$ cat config.mk
export PLATFORM = sky130hd
export DESIGN_NAME = master_port_arbiter_flat
export DESIGN_NICKNAME = d
export VERILOG_FILES = /design/src/rtl/master_port_arbiter_pkg.sv /design/src/rtl/master_port_arbiter_if.sv /design/src/rtl/master_port_arbiter_id_fifo.sv /design/src/rtl/master_port_arbiter.sv /design/src/flat_wrapper.sv
export SDC_FILE = /design/constraint.sdc
export NUM_CORES = 1
export LEC_CHECK = 0
export BUFFER_PORTS_ARGS = -buffer_cell sky130_fd_sc_hd__buf_4
export CORE_AREA = 4 4 126 128
export DETAILED_ROUTE_END_ITERATION = 12
export DIE_AREA = 0 0 130 132
export SLEW_MARGIN = 20
export SYNTH_ARGS = -nofsm -noshare
export SYNTH_HDL_FRONTEND = slang
export SYNTH_HIERARCHICAL = 1
export SYNTH_SLANG_ARGS = --single-unit
$ cat constraint.sdc
create_clock -name clock -period 3.85 [get_ports clock]
set_clock_uncertainty 0.05 [all_clocks]
set_input_delay 0.1925 -clock clock [delete_from_list [all_inputs] [get_ports clock]]
set_output_delay 0.1925 -clock clock [all_outputs]
set_load 0.01 [all_outputs]
$ cat src/rtl/master_port_arbiter_pkg.sv
// Shared sizing constants and the requester-ID type for the SDRAM master-port arbiter.
package arb_pkg;
    localparam int NUM_REQ         = 3;
    localparam int ADDR_W          = 26;
    localparam int DATA_W          = 32;
    localparam int MAX_OUTSTANDING = 8;
    localparam int ID_W            = (NUM_REQ > 1) ? $clog2(NUM_REQ) : 1;

    typedef logic [ID_W-1:0] req_id_t;
endpackage

$ cat src/rtl/master_port_arbiter_if.sv
// Requester-side Avalon ports plus the shared SDRAM master port, bundled for the arbiter.
interface master_port_arbiter_if
    import arb_pkg::*;
#(
    parameter int NUM_REQ_P = NUM_REQ,
    parameter int ADDR_W_P  = ADDR_W,
    parameter int DATA_W_P  = DATA_W
) ();
    logic [NUM_REQ_P-1:0][ADDR_W_P-1:0] req_address;
    logic [NUM_REQ_P-1:0]               req_read;
    logic [NUM_REQ_P-1:0]               req_write;
    logic [NUM_REQ_P-1:0][3:0]          req_byteenable;
    logic [NUM_REQ_P-1:0][DATA_W_P-1:0] req_writedata;
    logic [NUM_REQ_P-1:0]               req_waitrequest;
    logic [NUM_REQ_P-1:0]               req_readdatavalid;
    logic [DATA_W_P-1:0]                req_readdata;

    logic [ADDR_W_P-1:0]                master_address;
    logic                               master_read;
    logic                               master_write;
    logic [3:0]                         master_byteenable;
    logic [DATA_W_P-1:0]                master_writedata;
    logic                               master_waitrequest;
    logic                               master_readdatavalid;
    logic [DATA_W_P-1:0]                master_readdata;

    // Arbiter side: consumes requests and SDRAM responses, drives the shared port.
    modport master (
        input  req_address, req_read, req_write, req_byteenable, req_writedata,
        input  master_waitrequest, master_readdatavalid, master_readdata,
        output req_waitrequest, req_readdatavalid, req_readdata,
        output master_address, master_read, master_write, master_byteenable, master_writedata
    );

    modport slave (
        output req_address, req_read, req_write, req_byteenable, req_writedata,
        output master_waitrequest, master_readdatavalid, master_readdata,
        input  req_waitrequest, req_readdatavalid, req_readdata,
        input  master_address, master_read, master_write, master_byteenable, master_writedata
    );
endinterface

$ cat src/rtl/master_port_arbiter_id_fifo.sv
// In-order FIFO of requester IDs for reads issued but not yet returned.
module id_fifo
    import arb_pkg::*;
#(
    parameter int DEPTH = MAX_OUTSTANDING
) (
    input  logic                     clk_i,
    input  logic                     rst_i,
    input  logic                     push_i,
    input  req_id_t                  din_i,
    input  logic                     pop_i,
    output req_id_t                  dout_o,
    output logic                     full_o,
    output logic                     empty_o,
    output logic [$clog2(DEPTH):0]   count_o
);
    localparam int AW = $clog2(DEPTH);

    req_id_t         mem_q [DEPTH];
    logic [AW-1:0]   wr_ptr_q, rd_ptr_q;
    logic [AW:0]     count_q;
    logic            do_push, do_pop;

    assign full_o  = (count_q == DEPTH[AW:0]);
    assign empty_o = (count_q == '0);
    assign count_o = count_q;
    assign dout_o  = mem_q[rd_ptr_q];
    assign do_push = push_i & ~full_o;
    assign do_pop  = pop_i & ~empty_o;

    // Pointers wrap naturally because DEPTH is a power of two.
    always_ff @(posedge clk_i or posedge rst_i) begin
        if (rst_i) begin
            wr_ptr_q <= '0;
            rd_ptr_q <= '0;
            count_q  <= '0;
        end else begin
            if (do_push) wr_ptr_q <= wr_ptr_q + 1'b1;
            if (do_pop)  rd_ptr_q <= rd_ptr_q + 1'b1;
            case ({do_push, do_pop})
                2'b10:   count_q <= count_q + 1'b1;
                2'b01:   count_q <= count_q - 1'b1;
                default: count_q <= count_q;
            endcase
        end
    end

    always_ff @(posedge clk_i) begin
        if (do_push) mem_q[wr_ptr_q] <= din_i;
    end
endmodule

$ cat src/rtl/master_port_arbiter.sv
// Round-robin arbiter sharing one Avalon SDRAM master port among NUM_REQ requesters,
// with in-order read-return routing through an ID FIFO.
module master_port_arbiter
    import arb_pkg::*;
(
    input  logic                  clock,
    input  logic                  reset,
    master_port_arbiter_if.master bus,
    output logic                  rd_underflow
);
    logic [NUM_REQ-1:0]            active, eligible;
    req_id_t                       ptr_q, ptr_d, lock_id_q, lock_id_d, gnt_id, head_id;
    logic                          lock_q, lock_d, gnt_vld, cmd_rd, cmd_wr, accept;
    logic                          underflow_q, underflow_d;
    logic                          push, pop, fifo_full, fifo_empty, rd_pending;
    logic [$clog2(MAX_OUTSTANDING):0] fifo_count;
    int                            idx;

    always_comb begin
        active   = bus.req_read | bus.req_write;
        // A full ID FIFO blocks reads; a requester with both strobes set is a read.
        eligible = active & ~(bus.req_read & {NUM_REQ{fifo_full}});
        gnt_vld  = 1'b0;
        gnt_id   = '0;
        idx      = 0;
        if (reset) begin
            gnt_vld = 1'b0;
        end else if (lock_q) begin
            gnt_vld = eligible[lock_id_q];
            gnt_id  = lock_id_q;
        end else begin
            for (int k = 0; k < NUM_REQ; k++) begin
                idx = (int'(ptr_q) + k) % NUM_REQ;
                if (!gnt_vld && eligible[idx]) begin
                    gnt_vld = 1'b1;
                    gnt_id  = req_id_t'(idx);
                end
            end
        end

        cmd_rd = gnt_vld & bus.req_read[gnt_id];
        cmd_wr = gnt_vld & ~bus.req_read[gnt_id] & bus.req_write[gnt_id];
        accept = (cmd_rd | cmd_wr) & ~bus.master_waitrequest;

        bus.master_address    = bus.req_address[gnt_id];
        bus.master_byteenable = bus.req_byteenable[gnt_id];
        bus.master_writedata  = bus.req_writedata[gnt_id];
        bus.master_read       = cmd_rd;
        bus.master_write      = cmd_wr;
        bus.req_readdata      = bus.master_readdata;

        push = accept & cmd_rd;
        pop  = bus.master_readdatavalid & rd_pending;
        for (int i = 0; i < NUM_REQ; i++) begin
            bus.req_waitrequest[i]   = ~(gnt_vld && (gnt_id == req_id_t'(i)) && !bus.master_waitrequest);
            bus.req_readdatavalid[i] = pop && (head_id == req_id_t'(i));
        end

        ptr_d     = ptr_q;
        lock_d    = lock_q;
        lock_id_d = lock_id_q;
        if (accept) begin
            ptr_d  = (gnt_id == req_id_t'(NUM_REQ - 1)) ? '0 : gnt_id + 1'b1;
            lock_d = 1'b0;
        end else if (cmd_rd | cmd_wr) begin
            lock_d    = 1'b1;
            lock_id_d = gnt_id;
        end
        underflow_d = underflow_q | (bus.master_readdatavalid & fifo_empty);
    end

    assign rd_pending   = (fifo_count != '0);
    assign rd_underflow = underflow_q;

    always_ff @(posedge clock or posedge reset) begin
        if (reset) begin
            ptr_q       <= '0;
            lock_q      <= 1'b0;
            lock_id_q   <= '0;
            underflow_q <= 1'b0;
        end else begin
            ptr_q       <= ptr_d;
            lock_q      <= lock_d;
            lock_id_q   <= lock_id_d;
            underflow_q <= underflow_d;
        end
    end

    id_fifo #(.DEPTH(MAX_OUTSTANDING)) u_id_fifo (
        .clk_i   (clock),
        .rst_i   (reset),
        .push_i  (push),
        .din_i   (gnt_id),
        .pop_i   (pop),
        .dout_o  (head_id),
        .full_o  (fifo_full),
        .empty_o (fifo_empty),
        .count_o (fifo_count)
    );
endmodule

$ cat src/flat_wrapper.sv
// flat-port wrapper written by rule: the top's interface ports become plain ports
module master_port_arbiter_flat import arb_pkg::*;
  (clock, reset, rd_underflow, bus_req_address, bus_req_read, bus_req_write, bus_req_byteenable, bus_req_writedata, bus_master_waitrequest, bus_master_readdatavalid, bus_master_readdata, bus_req_waitrequest, bus_req_readdatavalid, bus_req_readdata, bus_master_address, bus_master_read, bus_master_write, bus_master_byteenable, bus_master_writedata);
  master_port_arbiter_if bus_i ();
  input  logic clock;
  input  logic reset;
  output logic rd_underflow;
  input wire logic [$bits(bus_i.req_address)-1:0] bus_req_address;
  input wire logic [$bits(bus_i.req_read)-1:0] bus_req_read;
  input wire logic [$bits(bus_i.req_write)-1:0] bus_req_write;
  input wire logic [$bits(bus_i.req_byteenable)-1:0] bus_req_byteenable;
  input wire logic [$bits(bus_i.req_writedata)-1:0] bus_req_writedata;
  input wire logic [$bits(bus_i.master_waitrequest)-1:0] bus_master_waitrequest;
  input wire logic [$bits(bus_i.master_readdatavalid)-1:0] bus_master_readdatavalid;
  input wire logic [$bits(bus_i.master_readdata)-1:0] bus_master_readdata;
  output wire logic [$bits(bus_i.req_waitrequest)-1:0] bus_req_waitrequest;
  output wire logic [$bits(bus_i.req_readdatavalid)-1:0] bus_req_readdatavalid;
  output wire logic [$bits(bus_i.req_readdata)-1:0] bus_req_readdata;
  output wire logic [$bits(bus_i.master_address)-1:0] bus_master_address;
  output wire logic [$bits(bus_i.master_read)-1:0] bus_master_read;
  output wire logic [$bits(bus_i.master_write)-1:0] bus_master_write;
  output wire logic [$bits(bus_i.master_byteenable)-1:0] bus_master_byteenable;
  output wire logic [$bits(bus_i.master_writedata)-1:0] bus_master_writedata;
  assign bus_i.req_address = bus_req_address;
  assign bus_i.req_read = bus_req_read;
  assign bus_i.req_write = bus_req_write;
  assign bus_i.req_byteenable = bus_req_byteenable;
  assign bus_i.req_writedata = bus_req_writedata;
  assign bus_i.master_waitrequest = bus_master_waitrequest;
  assign bus_i.master_readdatavalid = bus_master_readdatavalid;
  assign bus_i.master_readdata = bus_master_readdata;
  assign bus_req_waitrequest = bus_i.req_waitrequest;
  assign bus_req_readdatavalid = bus_i.req_readdatavalid;
  assign bus_req_readdata = bus_i.req_readdata;
  assign bus_master_address = bus_i.master_address;
  assign bus_master_read = bus_i.master_read;
  assign bus_master_write = bus_i.master_write;
  assign bus_master_byteenable = bus_i.master_byteenable;
  assign bus_master_writedata = bus_i.master_writedata;
  master_port_arbiter u_core (.clock(clock), .reset(reset), .bus(bus_i), .rd_underflow(rd_underflow));
endmodule
# ---- Yosys cells after proc, flatten, opt, wreduce, memory -nomap -nowiden
# Memory sizes are Yosys's and may differ from the RTL's.
# Cells that the tools add are included.
dict set report totals {
  input_bits 228
  mem_bits_ro 0
  n_memories 1
  latch_bits 0
  word_cells 115
  out_inout_bits 103
  ff_bits 16
  mem_bits_rw 16
}
dict set report classes {
  mux 41
  n_div 3
  addsub 7
  multipliers 0
  eq_ne 7
  n_reduce_logical 21
  n_lt_le_gt_ge 5
  shift 0
  bitwise_logic 23
}
# memory depth width rd rd_ports_with_merged_regs write_ports line
set mem_list {}
lappend mem_list {u_core.u_id_fifo.mem_q 8 2 1 0 1 master_port_arbiter_id_fifo.sv:19} ;# req_id_t mem_q [DEPTH];
# cell count
set ops {}
lappend ops {{$lt 32x4->1 const B} 3}
lappend ops {{$bmux 32 s2} 1}
lappend ops {{$mod 32x3->32 const B} 2}
lappend ops {{$bmux 26 s2} 1}
lappend ops {{$mod 3x3->32 const B} 1}
lappend ops {{$mux 32} 1}
lappend ops {{$mux 26} 1}
lappend ops {{$mux 1} 22}
lappend ops {{$bmux 1 s2} 6}
lappend ops {{$mux 2} 6}
lappend ops {{$logic_and 1x1->1} 11}
lappend ops {{$and 1x1->1} 9}
lappend ops {{$bmux 4 s2} 1}
lappend ops {{$not 1->1} 8}
lappend ops {{$pmux 4 s2} 1}
lappend ops {{$add 3x1->3 const B} 2}
lappend ops {{$and 3x3->3} 2}
lappend ops {{$eq 2x1->1 const B} 3}
lappend ops {{$eq 2x2->1 const B} 3}
lappend ops {{$lt 2x3->1 const B} 2}
lappend ops {{$add 4x1->4 const B} 1}
lappend ops {{$eq 4x4->1 const B} 1}
lappend ops {{$logic_not 2->1} 2}
lappend ops {{$logic_not 4->1} 1}
lappend ops {{other kinds (12)} 16}

# ---- Longest topological paths before layout
# Gate-level depths: netlist of run 1.
dict set report logic_depth {
  ltp_word 31
  mapped_depth 15
  ltp_nobuf 14
}

# ---- By module
# Netlist of run 1, hierarchy kept.
# mod area_each_um2 instances cells_per_inst seq_area_each_um2
set by_module_without_submodules {}
lappend by_module_without_submodules {master_port_arbiter 2200.9 1 319 150.1}
lappend by_module_without_submodules {id_fifo 1261.2 1 91 730.7}

# ---- Least setup slack after synthesis of run 1
# OpenSTA, ideal clock, no wires.
dict set report synth_path {
  path_type {flip-flop to flip-flop}
  start {register u_core.u_id_fifo.count_q[0] (netlist: u_core/u_id_fifo/count_o[0])}
  end {register u_core.u_id_fifo.count_q[3] (netlist: u_core/u_id_fifo/count_o[3])}
  setup_slack_ps -35
  stages_incl_launch_ff 15
  required_ps 3666
  setup_time_ps 134
  path_buffers 0
  period_less_slack_ps 3885
  arrival_time_ps 3701
  cell_sequence {dfrtp_1 or4b_4 inv_1 nand2b_1 a311o_1 nand4_1 a2bb2oi_2 nand2_1 a21oi_1 nand2_4 ha_1 ha_1 or4b_1 o311ai_0 o211ai_1}
}
dict set report synth_via {
  elab_chain_len 31
  word_cells_on_any_way 57
  classes_between {2 x add/sub; 3 x eq/ne; 30 x mux; 15 x bitwise; 7 x reduce/logical}
}
# item line
set synth_rtl {}
lappend synth_rtl {{start, declared} master_port_arbiter_id_fifo.sv:21} ;# logic [AW:0] count_q;
lappend synth_rtl {{start signal, assigned} master_port_arbiter_id_fifo.sv:41} ;# 2'b10: count_q <= count_q + 1'b1;
lappend synth_rtl {{start signal, assigned} master_port_arbiter_id_fifo.sv:42} ;# 2'b01: count_q <= count_q - 1'b1;
lappend synth_rtl {{start signal, assigned} master_port_arbiter_id_fifo.sv:43} ;# default: count_q <= count_q;
lappend synth_rtl {{$eq 4x4->1 (*)} master_port_arbiter_id_fifo.sv:24} ;# assign full_o = (count_q == DEPTH[AW:0]);
lappend synth_rtl {{via u_core.fifo_full} master_port_arbiter.sv:15} ;# logic push, pop, fifo_full, fifo_empty, rd_pending;
lappend synth_rtl {{$and 3x3->3 (*)} master_port_arbiter.sv:22} ;# eligible = active & ~(bus.req_read & {NUM_REQ{fifo_full}});
lappend synth_rtl {{$not 3->3 (*)} master_port_arbiter.sv:22}
lappend synth_rtl {{$and 3x3->3 (*)} master_port_arbiter.sv:22}
lappend synth_rtl {{$bmux 1 s2} master_port_arbiter.sv:34} ;# if (!gnt_vld && eligible[idx]) begin
lappend synth_rtl {{$mux 1 (implied by the code) (2 in a row)} master_port_arbiter.sv:34}
lappend synth_rtl {{$mux 1} master_port_arbiter.sv:34}
lappend synth_rtl {{[... 15 more ...]} -}
lappend synth_rtl {{$and 1x1->1 (2 in a row)} master_port_arbiter.sv:42} ;# cmd_wr = gnt_vld & ~bus.req_read[gnt_id] & bus.req_write[gnt_id];
lappend synth_rtl {{$or 1x1->1} master_port_arbiter.sv:43} ;# accept = (cmd_rd | cmd_wr) & ~bus.master_waitrequest;
lappend synth_rtl {{$and 1x1->1} master_port_arbiter.sv:43}
lappend synth_rtl {{$and 1x1->1 (*)} master_port_arbiter.sv:52} ;# push = accept & cmd_rd;
lappend synth_rtl {{via u_core.push} master_port_arbiter.sv:15}
lappend synth_rtl {{$and 1x1->1 (*)} master_port_arbiter_id_fifo.sv:28} ;# assign do_push = push_i & ~full_o;
lappend synth_rtl {{$eq 2x1->1 or $eq 2x2->1 (tied branches)} master_port_arbiter_id_fifo.sv:40} ;# case ({do_push, do_pop})
lappend synth_rtl {{$pmux 4 s2 or $reduce_bool 2->1 (tied branches)} -}
# The timed path passes the listed nets; every way through them passes the cells marked *. The select of a mux whose other input is x is not followed.
# A chain may end at the register's enable or synchronous reset.

# ---- Worst setup path in the final report of run 1
# Ends and elaborated chain as after synthesis.

==> results of run 1 <==
## per-stage QoR
| stage | hold WS, ns | cell area (µm²) |
|---|---|---|
| finish | 0.0858 | 5690 |
| global route | 0.0846 | 5690 |
| CTS | 0.0838 | 5650 |
| detailed placement | 0.170 | 5460 |
| global placement | 0.164 | 5460 |
| floorplan | -0.0665 | 3470 |
## power by group through the flow
stage,Sequential [mW],Clock [mW],Combinational (mW)
6_report,0.550,0.443,2.19
5_1_grt,0.568,0.466,2.39
4_1_cts,0.553,0.453,2.18
3_5_place_dp,0.561,0,2.17
3_3_place_gp,0.553,0,2.13
2_1_floorplan,0.550,0,1.26
## cells in the final DEF, fill, tap and decap left out, types with 2 or more instances in the layout
cell type / n
sky130_fd_sc_hd__nand2b_1: 8
sky130_fd_sc_hd__xnor2_1: 5
sky130_fd_sc_hd__a21oi_1: 3
sky130_fd_sc_hd__inv_1: 12
sky130_fd_sc_hd__nand4_1: 2
sky130_fd_sc_hd__o21a_1: 2
sky130_fd_sc_hd__dfrtp_1: 16
sky130_fd_sc_hd__mux2i_1: 63
sky130_fd_sc_hd__and3b_1: 2
sky130_fd_sc_hd__nand2_1: 74
sky130_fd_sc_hd__nor3b_1: 4
sky130_fd_sc_hd__o21ai_1: 64
sky130_fd_sc_hd__nand3_1: 4
sky130_fd_sc_hd__mux4_2: 4
sky130_fd_sc_hd__mux2_1: 5
sky130_fd_sc_hd__edfxtp_1: 16
sky130_fd_sc_hd__ha_1: 5
sky130_fd_sc_hd__nor2b_1: 2
sky130_fd_sc_hd__nor3_1: 7
sky130_fd_sc_hd__nor2_1: 11
sky130_fd_sc_hd__o21bai_2: 2
sky130_fd_sc_hd__nand3b_1: 2
sky130_fd_sc_hd__buf_4: 277
sky130_fd_sc_hd__mux2_2: 3
sky130_fd_sc_hd__clkbuf_16: 5
## metal layers
| metal | wire length, µm | part of all wire [%] | track usage (%) | vias up |
|---|---|---|---|---|
| met2 | 8440 | 49 | 31.7 | 165 |
| li1 | - | - | - | 1891 |
| met5 | 8 | 0.047 | 0 | - |
| met3 | 1560 | 9.1 | 7.17 | 20 |
| met4 | 245 | 1.4 | 3.00 | 2 |
| met1 | 6820 | 40 | 23.7 | 1817 |
## area by class of cell
cell class,instances,area [µm²]
multi-input combinational,311,2240
tap,188,235
fill,1530,9180
sequential,32,881
clock buffer,6,129
inverter,13,48.8
timing repair buffer,280,2120
clock inverter,2,35.0
## path summary, 6_finish.rpt
check / from / to / slack (ns) / cells past startpoint
min in group asynchronous: reset / u_core/lock_q$_DFFE_PP0P_ / 0.44 / 3
max in group asynchronous: reset / u_core/u_id_fifo/rd_ptr_q[0]$_DFFE_PP0P_ / 2.99 / 3
worst min-delay path: bus_master_readdatavalid / u_core/rd_underflow$_DFF_PP0_ / 0.09 / 2
worst min register to register: u_core/rd_underflow$_DFF_PP0_ / u_core/rd_underflow$_DFF_PP0_ / 0.42 / 1
worst max register to register: u_core/u_id_fifo/count_o[0]$_DFFE_PP0P_ / u_core/u_id_fifo/count_o[3]$_DFFE_PP0P_ / 0.14 / 14
worst max-delay path: u_core/u_id_fifo/count_o[0]$_DFFE_PP0P_ / u_core/u_id_fifo/count_o[3]$_DFFE_PP0P_ / 0.14 / 14
## cell families after synthesis
logic type | after synthesis
AO/OA/AOI/OAI | 91
flip-flops | 32
multiplexers | 75
XOR/XNOR | 6
buffers and inverters | 67
adder cells (fa/ha/maj) | 9
AND/OR/NAND/NOR | 130
## what timing repair did
| action | CTS | global route |
|---|---|---|
| pin swaps | 0 | 3 |
| hold endpoints to repair | 16 | 0 |
| hold buffers | 1 | 0 |
| endpoints found under the setup margin | 1 | 1 |
| setup buffers | 0 | 2 |
| gates resized for setup | 2 | 5 |
## registers in the layout, indices dropped and copies added (netlist names)
name,cells
u_core/u_id_fifo/mem_q,16
u_core/u_id_fifo/count_o,4
u_core/u_id_fifo/rd_ptr_q,3
u_core/u_id_fifo/wr_ptr_q,3
u_core/lock_id_q,2
u_core/ptr_q,2
u_core/lock_q,1
u_core/rd_underflow,1
==> results.md, run 1 <==
- The count of endpoints failing hold in the final timing report was 0.
- The largest fanout on the critical path is 5.
- After detailed routing, the average wire length per cell comes to 20.5 µm.
- The global routing usage summed across all routing layers is 19.0%.
- The floorplan die height is 132 µm.
- The number of cells in the design after placement is 821.
- The worst setup path is captured at a flip-flop.
- The number of max-capacitance violations reported is 0.
- The maximum buffer depth of the clock tree is 2.
- The synthesized netlist net count is 646.
- The full die area is 17200 µm².
- The dominant cell type by count on the critical path is sky130_fd_sc_hd__nand2_1.
- The floorplan has 45 rows.
- Measured against its own limit, the worst slew margin works out to 53.5%.
- In the synthesized netlist, mux cells make up 23.4% of the area.
- At the end of the flow, the number of nets in the layout was 879.
- The critical path goes through or4b_4 -> inv_2 -> nand2_1 -> a31oi_1 -> nand4_1 -> a2bb2oi_4 -> nand2_1 -> a21oi_4 -> nand2_4 -> ha_2 -> ha_4 -> or4b_1 -> o311ai_0 -> o211ai_1.
- Cells fill 38.3% of the core in the end.
- The detail route stage leaves a number of antenna-violating nets equal to 0.
- The worst setup path is of the flip-flop to flip-flop kind.
- The placeable core region is 14900 µm².
- The CTS tree is yes.
- The length of the first detailed-routing pass in iterations is 7.
- The register clock-pin slew on the reported worst setup and hold paths is 0.05 ns.
- Registers are responsible for 17.3% of the overall power.
- Setup violations remaining at the end of the flow were counted as 0.
- The wire length of the first global-routing pass is 25.0 mm.
- Averaged over all synthesized cells, the footprint is 8.44 µm².
- IR analysis of the VDD net gives a maximum drop of 229 µV.
- The run finished with clean final reports.
- The diode insertion count for antenna repair is 0.
- The final layout contains routed wiring with a total length of 17.1 mm.
- The fraction of power spent switching nets is 41.9%.
- The proportion of power drawn by combinational gates is 68.8%.
- The count of port buffers added during placement is 266.
- The adder-cell share of the synthesized area is 3.43%.
- The congestion estimate from routability-driven global placement came to 0.939.
- The total congestion overflow after global routing is 0.
- By area, the combinational part of the netlist is dominated by multiplexers.
- sky130_fd_sc_hd__nand2_1 is the most common cell in the netlist.
- In this run the power density over the cells is 560 nW/µm².
- The tree built by TritonCTS fans out to 32 sinks.
- Setup total negative slack on the finished layout was measured at 0 ns.
- The number of global-route vias before repair is 4136.
- The cell count after synthesis is 410.
- The data arrival at the endpoint of the critical path is 3.80 ns.
- The internal power consumption is 1.85 mW.
- The count of boundary I/O pins is 331.
- The async set or reset register ratio after synthesis is 50.0%.
- Once layout is complete, the cells apart from fillers number 832.
- The switching power total is 1.33 mW.
- After the first detailed-routing iteration, the DRC count stood at 234.
- In this run the worst hold path is classified as input pin to flip-flop.
- For this design, the slowest cell found on the critical path is sky130_fd_sc_hd__or4b_4.
- CTS built an H-tree with a depth of 2.
- The maximum number of pins on one net before global-route repair is 74.
- Setup slack closes at 0.144 ns.
- The post-route total power is 3.18 mW.
- The share of the Yosys chip area taken by registers is 25.4%.
- The library cell occupying the most area in the post-synthesis netlist is sky130_fd_sc_hd__mux2i_1.
- The fraction of the cycle the final worst path needs is 96.3%.
- The highest attainable clock frequency is 270 MHz.
- Counting both buffers and inverters, the worst setup path holds a total of 1.
- The time the final worst path needs with I/O delays and setup is 3.71 ns.
- The required time at the endpoint of the critical path is 3.94 ns.
- The post-synthesis compound-gate area fraction is 16.8%.
- From synthesis to final layout, the design area changed by 64.3%.
- The post-synthesis cell type count is 62.
- In this run the clock root is driven by a sky130_fd_sc_hd__clkbuf_16.
- The worst setup path is launched from a flip-flop.
- The clock network is responsible for 13.9% of the overall power.
- The initial core utilization is 23.3%.
- The width of the chip is 130 µm.
- The synthesized design contains 16 enable-type register cells.
- The primary flip-flop cell chosen by synthesis mapping is sky130_fd_sc_hd__edfxtp_1.
- The minimum setup slack after placement is -0.0617 ns.
- The number of antenna violations at the first check in global routing came to 1.
- The register bit total from synthesis is 32.
- The layout cell share with drive strength beyond 1 is 49.2%.
- The number of clock buffers inserted by TritonCTS is 5.
- Sorting the synthesized cells by how often they occur yields sky130_fd_sc_hd__nand2_1, sky130_fd_sc_hd__o21ai_1, sky130_fd_sc_hd__mux2i_1.
- The leakage power figure is 2.49 nW.
- The HPWL after detailed placement is 14.6 mm.
- Summing the areas of all and, or, nand and nor instances in the mapped netlist gives 17.9% of the synthesized area.
- Across all layers, the routed design uses 3895 vias.
- The later pin in the worst-skew pair is clocked with a latency of 0.27 ns.
- The synthesized netlist occupies a cell area of 3460 µm².
- The transition time at the pin with the least slew margin is 0.698 ns.
- In this design, the largest share of critical-path delay is due to simple AND/OR/NAND/NOR gates.
- Dividing the detail-routed via count by the number of cells gives 4.68.
- The Yosys step of the flow raised 6 warnings.
- Summed over its instances, the top area cell type makes up 18.2% of the synthesized netlist area.
- The detailed-route DRC error count is 0.
- Ranked by total cell area, the synthesized netlist is headed by sky130_fd_sc_hd__mux2i_1, sky130_fd_sc_hd__edfxtp_1, sky130_fd_sc_hd__dfrtp_1.
- The largest single stage delay on the critical path is 0.60 ns.
- The number of pins exceeding their max-slew limit in the final report is 0.
- The parity-gate share of the synthesized area counting xor and xnor cells is 1.52%.
Note: power is estimated with default switching activity, not from simulation.
==> inputs of run 2 (changes only) <==
--- a/constraint.sdc
+++ b/constraint.sdc
@@ -4,2 +4,2 @@
 set_output_delay 0.1925 -clock clock [all_outputs]
-set_load 0.01 [all_outputs]
+set_load 0.1 [all_outputs]
==> results.md, run 2 (synthesized netlist as in run 1, its figures left out) <==
- The flow ran to the end, and the final reports show no timing, DRC or antenna violations.
- In this run the critical register-to-register path is launched from u_core/u_id_fifo/count_o[0]$_DFFE_PP0P_.
- The full die area came to 17200 µm² (unchanged).
- The final critical-path setup slack is 0.173 ns (+0.0294 ns).
- The nature of the critical path endpoint is a primary output.
- The power per cell area came to 867 nW/µm² (+55%).
- The placeable core region came to 14900 µm² (unchanged).
- The largest fanout on the critical path is 23 (+18).
- The insertion delay to the later sink of the worst-skew pair is 0.27 ns (about the same).
- The floorplan die height is 132 µm (unchanged).
- The data arrival at the endpoint of the critical path is 3.43 ns (-0.37 ns).
- The width of the chip was 130 µm (unchanged).
- TritonCTS built the clock tree.
- The depth of the worst register-to-register path is 14 (unchanged).
- The worst hold path begins at bus_master_readdatavalid.
- The number of max-capacitance violations reported came to 0 (unchanged).
- The via count normalized by instance count is 4.69 (+0.16%).
- The maximum VDD drop is 787 µV (+240%).
- The diode insertion count for antenna repair was 0 (unchanged).
- The count of endpoints failing hold in the final timing report is 0 (unchanged).
- The number of pins exceeding their max-slew limit in the final report is 0 (unchanged).
- The count of boundary I/O pins is 331 (unchanged).
- The mean routed wirelength per cell came to 18.6 µm (-9.5%).
- The post-layout instance count excluding filler cells came to 836 (+0.48%).
- The number of instances on the worst hold path is 2 (unchanged).
- The net total in the final layout is 883 (+0.46%).
- The wire length of the first global-routing pass was 23.3 mm (-6.7%).
- The path class of the lowest-slack min-delay path is input pin to flip-flop.
- The number of flip-flops in the largest register came to 16 (unchanged).
- The number of antenna violations at the first check in global routing is 0 (-1).
- The number of global-route vias before repair was 4163 (+0.65%).
- The total setup violations reported at the end of the flow is 0 (unchanged).
- The number of levels in the clock H-tree was 2 (unchanged).
- Setup repair after global routing left no endpoint under its margin.
- The HPWL after detailed placement was 13.2 mm (-9.5%).
- The maximum buffer depth of the clock tree was 2 (unchanged).
- The number of antenna-violating nets in the routed design is 0 (unchanged).
- The initial core utilization is 23.3% (unchanged).
- The via count of the routed design was 3920 (+0.64%).
- The register ranked first by flip-flop count is u_core/u_id_fifo/mem_q.
- The global routing usage summed across all routing layers is 17.3% (-1.7 points).
- The buffer type at the clock tree root is sky130_fd_sc_hd__clkbuf_16.
- The final setup TNS is 0 ns (unchanged).
- The total clock sinks is 32 (unchanged).
- The worst slew slack as a fraction of its limit came to 52.3% (-1.2 points).
- The register clock-pin slew on the reported worst setup and hold paths came to 0.05 ns (about the same).
- The count of port buffers added during placement is 266 (unchanged).
- The maximum number of pins on one net before global-route repair came to 74 (unchanged).
- The highest attainable clock frequency is 272 MHz (+0.80%).
- The global placement routability congestion is 0.915 (-2.6%).
- The leakage power figure is 2.58 nW (+3.6%).
- The wire length reported by the detailed router was 15.5 mm (-9.1%).
- The iteration-0 DRC count of the detailed router is 168 (-28%).
- The critical path is of the flip-flop to primary output type.
- The count of standard-cell rows is 45 (unchanged).
- The worst setup path is launched from a flip-flop.
- The length of the first detailed-routing pass in iterations is 4 (-3).
- In the layout the commonest cells are sky130_fd_sc_hd__buf_4, sky130_fd_sc_hd__nand2_1, sky130_fd_sc_hd__mux2i_1.
- The minimum setup slack after placement is 0.0269 ns (+0.0886 ns).
- The number of clock buffers inserted by TritonCTS was 5 (unchanged).
- The library cell used most frequently in the layout, excluding fill and tap cells, is sky130_fd_sc_hd__buf_4.
- The total congestion overflow after global routing is 0 (unchanged).
- The number of cells in the design after placement was 827 (+0.73%).
- The layout cell share with drive strength beyond 1 is 56.8% (+7.6 points).
- The required time at the endpoint of the critical path was 3.61 ns (-0.33 ns).
- The most critical setup path has its startpoint at u_core/u_id_fifo/count_o[0]$_DFFE_PP0P_.
- The time the final worst path needs with I/O delays and setup was 3.68 ns (-0.0294 ns).
- The fraction of the cycle the final worst path needs is 95.5% (-0.76 points).
- The area added between synthesis and finish is 70.4%.
- The post-CTS setup buffer count came to 0 (unchanged).
- The transition time at the pin with the least slew margin is 0.715 ns (+0.0175 ns).
- The detailed-route DRC error count came to 0 (unchanged).
==> run 2: power by group <==
group	internal, mW	switching [mW]
registers	0.461	0.0889
logic	1.15	2.97
clock network	0.314	0.137
total	1.92	3.19
==> run 2: final cells by class <==
class | instances | area, µm²
fillers | 1524 | 8960
inverters | 13 | 48.8
multi-input cells | 311 | 2400
well taps | 188 | 235
flip-flops and latches | 32 | 881
clock buffers | 8 | 178
repair buffers | 284 | 2160
==> run 2: critical path, cell delays in order (launching register included) <==
cell and delay [ns]:
sky130_fd_sc_hd__dfrtp_1 0.37, sky130_fd_sc_hd__or4b_4 0.60, sky130_fd_sc_hd__inv_2 0.12, sky130_fd_sc_hd__nor2b_1 0.06
sky130_fd_sc_hd__o21ai_1 0.15, sky130_fd_sc_hd__a41oi_2 0.22, sky130_fd_sc_hd__buf_4 0.22, sky130_fd_sc_hd__nor2_4 0.27
sky130_fd_sc_hd__buf_4 0.42, sky130_fd_sc_hd__mux2i_1 0.38, sky130_fd_sc_hd__o21ai_2 0.08, sky130_fd_sc_hd__buf_4 0.25
==> run 2: final timing paths <==
path,endpoint,slack [ns]
hold / removal,u_core/rd_underflow$_DFF_PP0_,0.07
max in group asynchronous,u_core/u_id_fifo/rd_ptr_q[0]$_DFFE_PP0P_,3.01
setup / recovery,bus_master_address[17],0.17
setup reg to reg,u_core/u_id_fifo/count_o[3]$_DFFE_PP0P_,0.20
hold reg to reg,u_core/rd_underflow$_DFF_PP0_,0.40
min in group asynchronous,u_core/ptr_q[1]$_DFFE_PP0P_,0.42
==> run 2: stage by stage <==
step                      hold WS (ns)  area (µm²)  total power [mW]  utilization (%)
after floorplan                -0.0665        3650              3.87                -
after global placement           0.153        5690              4.65             38.3
after detailed placement         0.158        5690              4.68             38.3
after CTS                       0.0697        5890              5.15             39.6
after global routing            0.0833        5900              5.35             39.7
final                           0.0746        5900              5.12             39.7
==> run 2: metal layers <==
metal  up-vias  global-route usage (%)  part of all wire, %
li1       1919                       -                    -
met1      1801                    19.2                   35
met2       183                    30.5                   52
met3        17                    7.50                   11
met4         0                    3.87                  1.7
met5         -                       0                    0
==> run 2: timing repair <==
action / in CTS / in global routing
hold buffers: 1 / 0
resized for setup: 1 / 5
pin swaps: 0 / 3
hold endpoints to repair: 16 / 0
gates cloned: 0 / 0
setup endpoints to repair: 5 / 6
